--- config.mk ---
export PLATFORM = sky130hd
export DESIGN_NAME = piso_serializer
export DESIGN_NICKNAME = d
export VERILOG_FILES = /design/src/rtl/piso_serializer.sv
export SDC_FILE = /design/constraint.sdc
export NUM_CORES = 1
export LEC_CHECK = 0
export ABC_AREA = 0
export CORE_ASPECT_RATIO = 1.1
export CORE_UTILIZATION = 35
export CTS_BUF_LIST = sky130_fd_sc_hd__clkbuf_16
export DETAILED_ROUTE_END_ITERATION = 8
export PLACE_DENSITY_LB_ADDON = 0.15
export SETUP_SLACK_MARGIN = 0.15
export SLEW_MARGIN = 25
export SYNTH_ARGS = -nofsm -noshare
export SYNTH_HDL_FRONTEND = slang
export SYNTH_SLANG_ARGS = --single-unit
--- constraint.sdc ---
create_clock -name clk -period 1.8 [get_ports clk]
set_input_delay 0.27 -clock clk [delete_from_list [all_inputs] [get_ports clk]]
set_output_delay 0.27 -clock clk [all_outputs]
set_load 0.1 [all_outputs]
--- src/rtl/piso_serializer.sv ---
// ---------------------------------------------------------------------------
// PisoSerializer (module piso_serializer)
//
// Parallel-in / serial-out stage. A word is taken from upstream through a
// valid/ready handshake into a one-word holding register. It then moves into
// a shift register and is sent one bit per cycle under downstream
// backpressure. When the holding register is full as the last bit of a word
// is consumed, the next word reloads on the same edge, so consecutive words
// stream with no idle bit between them.
//
// Parameters
//   WIDTH      word width in bits (minimum 2)
//   MSB_FIRST  1 = bit WIDTH-1 leaves first, 0 = bit 0 leaves first
//
// Ports
//   clk        rising-edge clock
//   reset      asynchronous reset, active low (0 = reset asserted)
//   in_valid   upstream word valid
//   in_ready   a word can be accepted this cycle (holding register empty)
//   pi         parallel word
//   so         serial data bit
//   so_valid   so carries a valid bit
//   so_ready   downstream consumes so this cycle
//   so_last    current bit is the last bit of its word
//   busy       a word is held or being shifted
//   word_cnt   count of fully transmitted words, wraps 255 -> 0
// ---------------------------------------------------------------------------
module piso_serializer #(
  parameter int WIDTH     = 4,
  parameter bit MSB_FIRST = 1'b1
) (
  input  logic             clk,
  input  logic             reset,
  input  logic             in_valid,
  output logic             in_ready,
  input  logic [WIDTH-1:0] pi,
  output logic             so,
  output logic             so_valid,
  input  logic             so_ready,
  output logic             so_last,
  output logic             busy,
  output logic [7:0]       word_cnt
);

  localparam int              CW       = $clog2(WIDTH);
  localparam logic [CW-1:0]   LAST_IDX = CW'(WIDTH - 1);

  // SHIFT means the shifter holds a word whose bits are being presented.
  typedef enum logic {
    IDLE  = 1'b0,
    SHIFT = 1'b1
  } state_t;

  state_t           r_state;
  logic [WIDTH-1:0] r_shift;
  logic [WIDTH-1:0] r_hold;
  logic [CW-1:0]    r_cnt;
  logic             r_holdFull;
  logic [7:0]       r_wordCnt;

  logic w_accept;
  logic w_advance;
  logic w_lastDone;
  logic w_load;

  // Moves the shifter one position toward the output end with zero fill.
  function automatic logic [WIDTH-1:0] shiftOut(input logic [WIDTH-1:0] v);
    if (MSB_FIRST) return {v[WIDTH-2:0], 1'b0};
    else           return {1'b0, v[WIDTH-1:1]};
  endfunction

  // Words only ever enter the holding register; the shifter is fed from it,
  // either from IDLE or on the edge that consumes the last bit of a word.
  assign w_accept   = in_valid & ~r_holdFull;
  assign w_advance  = (r_state == SHIFT) & so_ready;
  assign w_lastDone = w_advance & (r_cnt == LAST_IDX);
  assign w_load     = r_holdFull & ((r_state == IDLE) | w_lastDone);

  always_ff @(posedge clk or negedge reset) begin
    if (!reset) begin
      r_state    <= IDLE;
      r_shift    <= '0;
      r_hold     <= '0;
      r_cnt      <= '0;
      r_holdFull <= 1'b0;
      r_wordCnt  <= 8'd0;
    end else begin
      if (w_accept) begin
        r_hold <= pi;
      end

      if (w_load) begin
        r_shift <= r_hold;
        r_cnt   <= '0;
        r_state <= SHIFT;
      end else if (w_advance) begin
        r_shift <= shiftOut(r_shift);
        r_cnt   <= r_cnt + 1'b1;
        if (w_lastDone) begin
          r_state <= IDLE;
        end
      end

      if (w_lastDone) begin
        r_wordCnt <= r_wordCnt + 8'd1;
      end

      // Load needs a full holding register and accept needs an empty one,
      // so the two can never happen on the same edge.
      if (w_load) begin
        r_holdFull <= 1'b0;
      end else if (w_accept) begin
        r_holdFull <= 1'b1;
      end
    end
  end

  assign in_ready = ~r_holdFull;
  assign so_valid = (r_state == SHIFT);
  assign so       = so_valid & (MSB_FIRST ? r_shift[WIDTH-1] : r_shift[0]);
  assign so_last  = so_valid & (r_cnt == LAST_IDX);
  assign busy     = so_valid | r_holdFull;
  assign word_cnt = r_wordCnt;

endmodule
=== Yosys cells after proc, flatten, opt, wreduce, memory -nomap -nowiden ===
Index checks and enable logic that the tools add are counted.

* Memory bits (writable): 0
* Memories: 0
* Register bits: 20
* Bits in latches: 0
* Output and inout port bits: 13
* ROM bits: 0
* Word-level logic and storage cells: 32

* Order comparisons: 0
* Reductions and logical operators: 4
* Multipliers: 0
* Equal/unequal tests: 1
* Muxes and demuxes: 9
* Bitwise operators: 10
* Shift-type cells: 0
* Add/sub/neg operators: 2
* Divide/modulo/power cells: 0

{| class="wikitable"
|+ Operator list
! kind !! count
|-
| $add A8 B1 Y8 const B || 1
|-
| $mux W4 || 2
|-
| $and A1 B1 Y1 || 6
|-
| $reduce_bool A2 Y1 || 3
|-
| $mux W1 || 5
|-
| $mux W2 || 2
|-
| $add A2 B1 Y2 const B || 1
|-
| $eq A2 B2 Y1 const B || 1
|-
| $not A1 Y1 || 2
|-
| $or A1 B1 Y1 || 2
|-
| $reduce_and A2 Y1 || 1
|}

=== Longest topological paths before layout ===
* Word-level depth: 6
* Depth in mapped cells: 6

=== Worst setup path after synthesis ===
OpenSTA, ideal clock, no wires.

* Kind: register to output
* Start: reg r_state (netlist: so_valid)
* End: out so
* Arrival: 2.128 ns
* Slack: -0.598 ns
* Stages on the path, launching flop included: 3
* Path through: dfrtp_1 > clkbuf_1 > and2_1

* Longest elaborated chain between the ends: 1

{| class="wikitable"
|+ RTL lines
! element !! line !! source
|-
| from (decl) || 54 || <nowiki>state_t r_state;</nowiki>
|-
| from (signal assigned) || 81 || <nowiki>r_state <= IDLE;</nowiki>
|-
| from (signal assigned) || 95 || <nowiki>r_state <= SHIFT;</nowiki>
|-
| from (signal assigned) || 100 || <nowiki>r_state <= IDLE;</nowiki>
|-
| $and A1 B1 Y1 || 120 || <nowiki>assign so = so_valid & (MSB_FIRST ? r_shift[WIDTH-1] : r_shift[0]);</nowiki>
|-
| to (decl) || 37 || <nowiki>output logic so,</nowiki>
|}

No other way between the ends.

=== Final worst setup path ===
* Start: reg r_cnt[0]
* End: out so_last

* Longest elaborated chain between the ends: 2

{| class="wikitable"
|+ RTL lines
! element !! line !! source
|-
| from (decl) || 57 || <nowiki>logic [CW-1:0] r_cnt;</nowiki>
|-
| from (signal assigned) || 98 || <nowiki>r_cnt <= r_cnt + 1'b1;</nowiki>
|-
| $eq A2 B2 Y1 || 121 || <nowiki>assign so_last = so_valid & (r_cnt == LAST_IDX);</nowiki>
|-
| $and A1 B1 Y1 || 121 ||
|-
| to (decl) || 40 || <nowiki>output logic so_last,</nowiki>
|}

No other way between the ends.

==> results.py <==
metrics = {
    "outcome": {
        "outcome": "completed",
    },
    "critical_path": {
        "regToRegSetupSlack_ns": 0.39,
        "path_class": "flop to output pin",
        "worstReg2RegEnd": "word_cnt[1]",
        "critPathRequiredTime_ns": 1.53,
        "worst_setup_path_start_kind": "flop",
        "reg2reg_from": "so_valid",
        "worst-r2r-cell-count": 2,
        "max_stage_delay_ns": 0.44,
        "cpMaxStageDelayCell": "dfrtp_2",
        "path_cells": "ha_4 -> nand2_1 -> clkinvlp_4 -> buf_12",
        "cp.arrival_ns": 1.36,
        "path_max_fanout": 8,
        "worstSetupEndpointType": "output pin",
        "crit_path_end": "so_last",
        "worstSetupStartpoint": "r_cnt[0]",
    },
    "final_layout": {
        "drive_above_1_share_pct": 39.1,
        "multi_input_area_um2": 489,
        "seqCellArea_um2": 508,
        "final_cell_mix": "dfrtp_1, buf_12, nand2_1, mux2_2, clkdlybuf4s50_1",
        "syn2layout_area_growth_pct": 45.8,
        "antenna_cells": 0,
        "post-route-util_pct": 53.6,
        "n_fill_cell": 237,
        "nets": 121,
        "final_common_cell": "dfrtp_1",
    },
    "global_routing": {
        "grt.overflow.total": 0,
        "grt_use_total_pct": 14.7,
        "grt_pass1_wl_mm": 3.25,
        "grt_pass1_vias": 709,
        "grt_antenna_before_repair": 0,
        "grt_max_degree": 21,
    },
    "clock_network": {
        "clockBufferDepth": 2,
        "clock-sinks": 20,
        "cts_buffers": 3,
        "post_cts_buffers": 0,
        "cts_root_buf": "clkbuf_16",
        "tritoncts": "yes",
        "insertion_delay_ns": 0.25,
        "clk_pin_slew_ns": 0.06,
        "htreeDepth": 1,
    },
    "detailed_routing": {
        "post_drt_wl_per_cell_um": 13.9,
        "postRouteAntennaNets": 0,
        "dr.pass1.iters": 3,
        "drc": 0,
        "totalWireLength_mm": 1.99,
        "drt_iter0_markers": 14,
        "routed_via_density": 5.22,
        "vias": 747,
    },
    "timing": {
        "max_freq_mhz": 614,
        "period_needed_ns": 1.63,
        "slew_violations": 0,
        "fin_tns_setup_ns": 0,
        "finalCritPeriodShare_pct": 90.5,
        "worst_pin_slew_ns": 0.360,
        "rsz0062_at_grt": "yes",
        "hold_slack_ns": 0.355,
        "timing.final.hold_violations": 0,
        "setup_viol": 0,
        "slew-limit-headroom_pct": 76.0,
        "skew_ns": 0.00305,
    },
    "die": {
        "core-area_um2": 2780,
        "die_y_um": 58.6,
        "rows": 20,
        "top_level_ports": 21,
        "fp.dieArea_um2": 3140,
        "start_util_pct": 36.8,
        "die_w_um": 53.5,
    },
    "pwr": {
        "power_mw": 2.85,
        "seqPwrFrac_pct": 31.2,
        "ir_worst_vdd_v": 0.00111,
        "p_int_mw": 1.58,
        "swShare_pct": 44.6,
        "pwr-share-comb_pct": 52.7,
        "clockPowerShare_pct": 16.1,
        "p_leak_nw": 0.640,
        "p_per_area_nw_per_um2": 1910,
        "p_switching_mw": 1.27,
    },
    "hold_path": {
        "hold_path_class": "primary input to async pin",
    },
    "flow_run": {
        "maxCapViolations": 0,
    },
    "placement": {
        "place_hpwl_mm": 1.39,
        "port_buffers": 20,
        "gp_congestion": 0.759,
    },
    "synth": {
        "netlist_area_um2": 1020,
        "syn_nets": 98,
        "synthCells": 88,
        "yosysWarningCount": 0,
        "synth.distinct_cells": 31,
        "synth-seq-area-share_pct": 49.0,
        "syn_area_per_cell_um2": 11.6,
        "ys_ff_latch": 20,
    },
}
repair_timing:
action / 4_1_cts / 5_1_grt
hold buffers: 0 / 0
resized for setup: 3 / 2
setup endpoints to repair: 2 / 2
cells in the mapped netlist (all sizes together):
cell type,number,area (um^2)
dfrtp,20,500
mux2,9,105
nand2,8,30.0
nand4,5,46.3
o22ai,5,31.3
a21oi,4,23.8
xnor2,4,35.0
buf,3,33.8
inv,3,11.3
xor2,3,26.3
a22o,2,17.5
a31o,2,17.5
and3,2,12.5
clkbuf,2,8.75
ha,2,25.0
mux2i,2,20.0
nand2b,2,12.5
nor3,2,10.0
a21bo,1,10.0
and2,1,6.26
and2b,1,7.51
nand3,1,5.00
nand3b,1,7.51
nor2,1,3.75
nor2b,1,6.26
o211ai,1,7.51
state kept, by name, summed over array words and instances, names as in the netlist:
name / flops
r_cnt: 2
r_shift: 4
r_holdFull: 1
so_valid: 1
r_hold: 4
word_cnt: 8
metrics by stage:
stage / instance area (um^2) / setup slack, ns / std cells
finish: 1490 / 0.170 / 143
global route: 1490 / 0.123 / 143
CTS: 1480 / 0.150 / 143
detailed placement: 1390 / 0.185 / 139
global placement: 1390 / 0.223 / 139
floorplan: 1040 / 0.104 / 88
power by group through the flow:
stage / Clock, mW / Sequential (mW) / Combinational [mW]
finish: 0.460 / 0.890 / 1.50
floorplan: 0 / 1.09 / 0.785
global route: 0.497 / 0.918 / 1.58
detailed placement: 0 / 0.873 / 1.49
global placement: 0 / 0.868 / 1.47
CTS: 0.473 / 0.878 / 1.51
routing by layer:
| metal | global-route usage, % | part of all wire (%) |
|---|---|---|
| met5 | 0 | 0 |
| met4 | 7.89 | 2.1 |
| met3 | 3.88 | 3.3 |
| met2 | 21.4 | 47 |
| met1 | 19.7 | 47 |
worst max-delay path, delay by kind of cell, from the launching register on:
| kind | cells | cell delay, ns |
|---|---|---|
| fa+ha+maj | 1 | 0.21 |
| buf+inv | 2 | 0.30 |
| flops | 1 | 0.44 |
| simple gates | 1 | 0.16 |
area by class of cell:
class,instances,share of cell area (%)
multi-input cells,60,32.9
clock buffers,3,5.04
clock inverters,1,0.252
inverters,3,1.26
flip-flops and latches,20,34.1
well taps,33,2.77
repair buffers,23,23.7
cells by family (layout without fill, tap and decap cells):
group | after synthesis | count (layout) | synth area share [%]
adder cells (fa/ha/maj) | 2 | 2 | 2.45
AND/OR/NAND/NOR | 25 | 25 | 14.5
AO/OA/AOI/OAI | 15 | 15 | 10.5
flip-flops | 20 | 20 | 49.0
buffers and inverters | 8 | 30 | 5.27
multiplexers | 11 | 11 | 12.3
XOR/XNOR | 7 | 7 | 6.01
worst min-delay path by stage:
| stage | from | end | slack [ns] | depth (start not counted) |
|---|---|---|---|---|
| floorplan | reset | r_cnt[0] | -0.03 | 0 |
| detailed placement | r_hold[2] | r_hold[2] | 0.52 | 1 |
| global placement | r_cnt[1] | r_cnt[1] | 0.52 | 1 |
| CTS | reset | r_cnt[1] | 0.36 | 2 |
| finish | reset | r_cnt[1] | 0.35 | 2 |
| global route | reset | r_cnt[1] | 0.40 | 2 |
(Power assumes the default switching activity.)
